===== config.mk =====
export PLATFORM = sky130hd
export DESIGN_NAME = instr_cycle_ctrl
export DESIGN_NICKNAME = d
export VERILOG_FILES = /design/src/rtl/instr_cycle_ctrl_pkg.sv /design/src/rtl/instr_cycle_ctrl_beat_checker.sv /design/src/rtl/instr_cycle_ctrl.sv
export SDC_FILE = /design/constraint.sdc
export NUM_CORES = 1
export LEC_CHECK = 0
export BUFFER_PORTS_ARGS = -buffer_cell sky130_fd_sc_hd__buf_2
export CAP_MARGIN = 10
export CELL_PAD_IN_SITES_DETAIL_PLACEMENT = 1
export CELL_PAD_IN_SITES_GLOBAL_PLACEMENT = 1
export CORE_MARGIN = 3
export CORE_UTILIZATION = 42
export CTS_CLUSTER_DIAMETER = 50
export DETAILED_ROUTE_END_ITERATION = 8
export PLACE_DENSITY_LB_ADDON = 0.05
export SETUP_SLACK_MARGIN = 0.3
export SLEW_MARGIN = 10
export SYNTH_ARGS = -nofsm -noshare
export SYNTH_HDL_FRONTEND = slang
export SYNTH_SLANG_ARGS = --single-unit

===== constraint.sdc =====
create_clock -name sys_clk -period 2 [get_ports sys_clk]
set_input_delay 0.1 -clock sys_clk [delete_from_list [all_inputs] [get_ports sys_clk]]
set_output_delay 0.1 -clock sys_clk [all_outputs]
set_load 0.03 [all_outputs]

===== src/rtl/instr_cycle_ctrl_pkg.sv =====
// Shared constants for the machine-cycle controller: opcodes, FSM states, beat indices.
package instr_cycle_ctrl_pkg;

   localparam int unsigned BEAT_W = 2;

   localparam logic [3:0] OP_NOP = 4'h0;
   localparam logic [3:0] OP_LDA = 4'h1;
   localparam logic [3:0] OP_ADD = 4'h2;
   localparam logic [3:0] OP_SUB = 4'h3;
   localparam logic [3:0] OP_STA = 4'h4;
   localparam logic [3:0] OP_JMP = 4'h5;
   localparam logic [3:0] OP_HLT = 4'hF;

   localparam logic [1:0] ST_FETCH  = 2'd0;
   localparam logic [1:0] ST_EXEC   = 2'd1;
   localparam logic [1:0] ST_HALTED = 2'd2;

   localparam logic [BEAT_W-1:0] BEAT_T1 = 2'd0;
   localparam logic [BEAT_W-1:0] BEAT_T2 = 2'd1;
   localparam logic [BEAT_W-1:0] BEAT_T3 = 2'd2;

   // Control strobes driven toward datapath and memory
   typedef struct packed {
      logic mar_load;
      logic mem_rd;
      logic mem_wr;
      logic ir_load;
      logic pc_inc;
      logic pc_load;
      logic acc_load;
      logic alu_en;
      logic alu_sub;
   } strobe_t;

   // Beat that legally follows b in the T1->T2->T3->T1 rotation
   function automatic logic [BEAT_W-1:0] next_beat(input logic [BEAT_W-1:0] b);
      return (b == BEAT_T3) ? BEAT_T1 : BEAT_W'(b + 2'd1);
   endfunction

endpackage


===== src/rtl/instr_cycle_ctrl_beat_checker.sv =====
// Beat legality: one-hot, in-order, never while the generator is held; sticky error.
module instr_cycle_ctrl_beat_checker
   import instr_cycle_ctrl_pkg::*;
(
   input  logic              clk,
   input  logic              rst_n,
   input  logic [2:0]        beats,
   input  logic              hold,
   input  logic              halted,
   output logic              beat_ok_c,
   output logic              beat_bad_c,
   output logic [BEAT_W-1:0] beat_idx_c,
   output logic              beat_err
);

   logic [BEAT_W-1:0] exp_q;
   logic [BEAT_W-1:0] exp_nx;
   logic              any_c;
   logic              multi_c;

   // Classify the sampled beat and advance/resync the expected beat
   always_comb begin
      any_c      = |beats;
      multi_c    = (beats & (beats - 3'd1)) != 3'd0;
      beat_idx_c = BEAT_T3;
      if (beats[0]) begin
         beat_idx_c = BEAT_T1;
      end else if (beats[1]) begin
         beat_idx_c = BEAT_T2;
      end
      beat_bad_c = any_c && !halted && (multi_c || hold || (beat_idx_c != exp_q));
      beat_ok_c  = any_c && !halted && !beat_bad_c;
      exp_nx     = exp_q;
      if (beat_bad_c) begin
         exp_nx = BEAT_T1;
      end else if (beat_ok_c) begin
         exp_nx = next_beat(exp_q);
      end
   end

   // Expected-beat tracker and sticky error flag
   always_ff @(posedge clk or negedge rst_n) begin
      if (!rst_n) begin
         exp_q    <= BEAT_T1;
         beat_err <= 1'b0;
      end else begin
         exp_q    <= exp_nx;
         beat_err <= beat_err | beat_bad_c;
      end
   end

endmodule


===== src/rtl/instr_cycle_ctrl.sv =====
// FETCH/EXEC machine-cycle controller: per-beat strobes, memory wait states, halt.
module instr_cycle_ctrl
   import instr_cycle_ctrl_pkg::*;
#(
   parameter int unsigned OP_W     = 4,
   parameter int unsigned WAIT_MAX = 16
) (
   input  logic            sys_clk,
   input  logic            sys_rst,
   input  logic            T1,
   input  logic            T2,
   input  logic            T3,
   input  logic [OP_W-1:0] ir_op,
   input  logic            mem_ready,
   output logic            beat_hold,
   output logic            mar_load,
   output logic            mem_rd,
   output logic            mem_wr,
   output logic            ir_load,
   output logic            pc_inc,
   output logic            pc_load,
   output logic            acc_load,
   output logic            alu_en,
   output logic            alu_sub,
   output logic            exec_phase,
   output logic            halt,
   output logic            illegal_op,
   output logic            beat_err,
   output logic            mem_timeout
);

   localparam int unsigned CNT_W = $clog2(WAIT_MAX + 1);

   logic [1:0]        state_q;
   logic [1:0]        state_nx;
   logic [OP_W-1:0]   op_q;
   logic [OP_W-1:0]   op_nx;
   strobe_t           stb_q;
   strobe_t           stb_nx;
   logic              hold_nx;
   logic [CNT_W-1:0]  cnt_q;
   logic [CNT_W-1:0]  cnt_nx;
   logic              tmo_nx;
   logic              ill_nx;
   logic              beat_ok_c;
   logic              beat_bad_c;
   logic [BEAT_W-1:0] beat_idx_c;

   instr_cycle_ctrl_beat_checker u_beat_chk (
      .clk        (sys_clk),
      .rst_n      (sys_rst),
      .beats      ({T3, T2, T1}),
      .hold       (beat_hold),
      .halted     (halt),
      .beat_ok_c  (beat_ok_c),
      .beat_bad_c (beat_bad_c),
      .beat_idx_c (beat_idx_c),
      .beat_err   (beat_err)
   );

   assign mar_load = stb_q.mar_load;
   assign mem_rd   = stb_q.mem_rd;
   assign mem_wr   = stb_q.mem_wr;
   assign ir_load  = stb_q.ir_load;
   assign pc_inc   = stb_q.pc_inc;
   assign pc_load  = stb_q.pc_load;
   assign acc_load = stb_q.acc_load;
   assign alu_en   = stb_q.alu_en;
   assign alu_sub  = stb_q.alu_sub;

   // Next state, next strobes and memory-wait bookkeeping
   always_comb begin
      state_nx      = state_q;
      op_nx         = op_q;
      stb_nx        = '0;
      stb_nx.mem_rd = stb_q.mem_rd;
      stb_nx.mem_wr = stb_q.mem_wr;
      hold_nx       = beat_hold;
      cnt_nx        = cnt_q;
      tmo_nx        = mem_timeout;
      ill_nx        = 1'b0;

      // An access in flight stays up until mem_ready is seen; a late memory only flags
      if (beat_hold) begin
         if (mem_ready) begin
            stb_nx.mem_rd = 1'b0;
            stb_nx.mem_wr = 1'b0;
            hold_nx       = 1'b0;
            cnt_nx        = '0;
         end else if (cnt_q != CNT_W'(WAIT_MAX)) begin
            cnt_nx = cnt_q + CNT_W'(1);
            if (cnt_q == CNT_W'(WAIT_MAX - 1)) begin
               tmo_nx = 1'b1;
            end
         end
      end

      if (beat_bad_c) begin
         state_nx = ST_FETCH;
      end else if (beat_ok_c) begin
         case (state_q)
            ST_FETCH: begin
               case (beat_idx_c)
                  BEAT_T1: stb_nx.mar_load = 1'b1;
                  BEAT_T2: begin
                     stb_nx.mem_rd = 1'b1;
                     hold_nx       = 1'b1;
                  end
                  default: begin
                     stb_nx.ir_load = 1'b1;
                     stb_nx.pc_inc  = 1'b1;
                     state_nx       = ST_EXEC;
                  end
               endcase
            end
            ST_EXEC: begin
               case (beat_idx_c)
                  BEAT_T1: begin
                     op_nx = ir_op;
                     case (ir_op)
                        OP_W'(OP_NOP): ill_nx = 1'b0;
                        OP_W'(OP_LDA), OP_W'(OP_ADD),
                        OP_W'(OP_SUB), OP_W'(OP_STA): stb_nx.mar_load = 1'b1;
                        OP_W'(OP_JMP): stb_nx.pc_load = 1'b1;
                        OP_W'(OP_HLT): state_nx = ST_HALTED;
                        default: ill_nx = 1'b1;
                     endcase
                  end
                  BEAT_T2: begin
                     case (op_q)
                        OP_W'(OP_LDA), OP_W'(OP_ADD), OP_W'(OP_SUB): begin
                           stb_nx.mem_rd = 1'b1;
                           hold_nx       = 1'b1;
                        end
                        OP_W'(OP_STA): begin
                           stb_nx.mem_wr = 1'b1;
                           hold_nx       = 1'b1;
                        end
                        default: hold_nx = beat_hold;
                     endcase
                  end
                  default: begin
                     case (op_q)
                        OP_W'(OP_LDA): stb_nx.acc_load = 1'b1;
                        OP_W'(OP_ADD): begin
                           stb_nx.acc_load = 1'b1;
                           stb_nx.alu_en   = 1'b1;
                        end
                        OP_W'(OP_SUB): begin
                           stb_nx.acc_load = 1'b1;
                           stb_nx.alu_en   = 1'b1;
                           stb_nx.alu_sub  = 1'b1;
                        end
                        default: stb_nx.acc_load = 1'b0;
                     endcase
                     state_nx = ST_FETCH;
                  end
               endcase
            end
            default: state_nx = state_q;
         endcase
      end
   end

   // State and registered outputs; HALTED reports exec_phase=0
   always_ff @(posedge sys_clk or negedge sys_rst) begin
      if (!sys_rst) begin
         state_q     <= ST_FETCH;
         op_q        <= '0;
         stb_q       <= '0;
         beat_hold   <= 1'b0;
         cnt_q       <= '0;
         mem_timeout <= 1'b0;
         illegal_op  <= 1'b0;
         halt        <= 1'b0;
         exec_phase  <= 1'b0;
      end else begin
         state_q     <= state_nx;
         op_q        <= op_nx;
         stb_q       <= stb_nx;
         beat_hold   <= hold_nx;
         cnt_q       <= cnt_nx;
         mem_timeout <= tmo_nx;
         illegal_op  <= ill_nx;
         halt        <= (state_nx == ST_HALTED);
         exec_phase  <= (state_nx == ST_EXEC);
      end
   end

endmodule


==> run_results.csv <==
group,metric,value,unit
run_status,status,"completed",
placed_design,placed_cells,172,
floorplan,start_util,45.4,%
setup_path,crit_path_start,"state_q[1]$_DFF_PN0_",
timing,final.setup.tns,0,ns
timing,min_period,1.62,ns
global_route,grt_max_degree,28,
yosys,ys.flop_type,"dfrtp_1",
floorplan,dieArea,0.00379,mm²
timing,slew_headroom,59.9,%
cts,cts_buffers,3,
cells_and_area,fin_nets,163,
cells_and_area,area_delta_synth_final,20.2,%
floorplan,die_width,61.5,µm
run,max-cap-violations,0,
setup_path,crit_type,"register to register",
cts,h-tree-depth,1,
yosys,synth_compound_area_share,13.9,%
yosys,yosysWarningCount,0,
yosys,synth-seq-cells,27,
yosys,syn_nets,132,
yosys,synth_simple_gate_area_share,22.4,%
detailed_routing,drt-pass1-iter-count,4,
setup_path,worst-path-max-fanout,5,
floorplan,rows,19,
detailed_routing,drt_wl_total,2960,µm
placed_design,place_congestion,0.791,
cells_and_area,drive_gt1_share,30.2,%
yosys,syn_area,0.00129,mm²
cts,clock-root-buffer,"clkbuf_4",
floorplan,die_y,61.5,µm
placed_design,hpwl,2130,µm
detailed_routing,avgViaCountPerCell,5.56,
yosys,synthAdderAreaFrac,2.90,%
floorplan,core,0.00285,mm²
yosys,ys_seq_area_share,52.2,%
min_path,hold_class,"input pin to register",
detailed_routing,drc,0,
power_and_ir_drop,power.density,709,mW/mm²
global_route,grt_pass1_wl,4610,µm
timing,hold_viol,0,
detailed_routing,ant_nets,0,
timing,worstMarginPinSlew,0.601,ns
yosys,synthDistinctLibCells,42,
min_path,hold_start,"ir_op[2]",
timing,setup_viol,0,
global_route,track_usage,16.9,%
global_route,gr-total-overflow,0,
yosys,synth_edf_count,0,
timing,rsz0062_at_grt,"false",
timing,fin_skew,0.00633,ns
power_and_ir_drop,p_leak,0.000813,µW
global_route,grt_antenna_before_repair,0,
timing,slew_viol_final,0,
setup_path,worstSetupStartpointType,"register",
cells_and_area,diodes,0,
yosys,avgSynthCellArea,10.9,µm²
setup_path,crit_arrival,1.90,ns
yosys,synthArstFlopShare,100,%
cts,clkTransAtPathRegs,0.15,ns
timing,post-route-period-util,81.0,%
detailed_routing,dr.first_iter.drc_count,21,
timing,timing.fmax,0.617,GHz
cts,clock_latency,0.33,ns
yosys,synth_xor_area_share,1.35,%
detailed_routing,wl_per_cell,16.4,µm
setup_path,reg2reg_from,"state_q[1]$_DFF_PN0_",
yosys,synth_mux_area_share,4.35,%
power_and_ir_drop,peakVddDrop,0.328,mV
cells_and_area,stdcell_count,180,
cts,cts_tree,"done",
placed_design,numPortBuffers,24,
yosys,synth_top_family_by_area,"simple AND/OR/NAND/NOR gates",
setup_path,required,2.28,ns
yosys,postSynthCellCount,119,
detailed_routing,via_count,1000,
cts,cts_sinks,27,
floorplan,io-pin-count,25,
setup_path,cp-end-kind,"register",
global_route,grt_pass1_vias,1031,
cts,clockBufferDepth,2,
## stage by stage
step / cell area (µm²) / utilization [%] / setup WS (ns) / total power (µW) / hold slack, ns
6_report: 1560 / 54.6 / 0.380 / 1100 / 0.0206
2_1_floorplan: 1290 / - / 0.363 / 778 / -0.196
3_3_place_gp: 1440 / 50.6 / 0.417 / 840 / 0.137
4_1_cts: 1510 / 52.9 / 0.314 / 1110 / 0.00864
5_1_grt: 1560 / 54.6 / 0.310 / 1180 / 0.0117
3_5_place_dp: 1440 / 50.6 / 0.342 / 857 / 0.153
## cells in the final DEF (no fill, tap or decap), types with 2 or more instances in the layout
master	count
o22ai_1	2
nand3b_4	2
xor2_1	2
o21ai_1	2
and2_1	4
nor2b_1	2
nor3_1	2
inv_1	7
nand3_1	2
dfrtp_1	27
o21ai_0	6
mux2_2	5
nand2_1	12
dlygate4sd3_1	4
a22o_1	2
a21oi_1	2
clkbuf_4	3
nand2b_1	2
ha_1	3
and3_1	2
nor2_1	8
o31a_1	2
buf_2	24
## final cells by class
cell class | count | area (µm²)
sequential | 27 | 676
clock inverter | 1 | 5.00
multi-input combinational | 83 | 628
tap | 31 | 38.8
inverter | 7 | 26.3
fill | 338 | 1300
clock buffer | 3 | 22.5
timing repair buffer | 28 | 160
## state kept, by name, indices dropped and copies added, names as in the netlist, 2 cells and up
name              count
u_beat_chk.exp_q      2
state_q               2
op_q                  4
cnt_q                 5
## Yosys cell counts (3+ instances only)
library cell / n / area, µm²
dfrtp_1: 27 / 676
o21ai_0: 6 / 30.0
nor2_1: 8 / 30.0
mux2_2: 5 / 56.3
inv_1: 7 / 26.3
a21oi_1: 3 / 15.0
and2_1: 4 / 25.0
nand2_1: 12 / 45.0
nor3_1: 3 / 15.0
ha_1: 3 / 37.5
## metal layers
metal / share of wire [%] / global-route usage, %
met4: 1.5 / 6.36
met1: 44 / 20.5
met2: 51 / 29.4
met3: 2.7 / 3.14
met5: 0 / 0
## power breakdown
part | internal, µW | switching, µW | total [µW]
Clock | 75.2 | 167 | 242
Combinational | 96.0 | 134 | 230
Sequential | 593 | 38.6 | 631
## cells by family (layout without fill, tap and decap cells)
family,count (synthesis),count (layout)
AO/OA/AOI/OAI,25,25
AND/OR/NAND/NOR,48,48
adder cells (fa/ha/maj),3,3
XOR/XNOR,2,2
multiplexers,5,5
buffers and inverters,9,39
flip-flops,27,27
## timing repair
| item | CTS | global route |
|---|---|---|
| hold endpoints to repair | 28 | 0 |
| setup endpoints to repair | 0 | 6 |
| hold buffers | 4 | 0 |
| resized for setup | 0 | 7 |
| setup buffers | 0 | 0 |
## worst max-delay path, stage by stage (launching register included)
cell	delay [ns]
dfrtp_1	0.48
and2b_1	0.30
nor4b_1	0.39
and3_1	0.25
and2_1	0.14
## final timing paths
path                                           end  slack (ns)  cells after the start
max                              alu_sub$_DFF_PN0_        0.38                      4
min                              pc_load$_DFF_PN0_        0.02                      3
max reg2reg                      alu_sub$_DFF_PN0_        0.38                      4
min reg2reg                mem_timeout$_DFFE_PN0P_        0.48                      1
max in group asynchronous         alu_en$_DFF_PN0_        1.32                      2
min in group asynchronous         mem_wr$_DFF_PN0_        0.28                      2
Power figures use the tool's default switching activity.
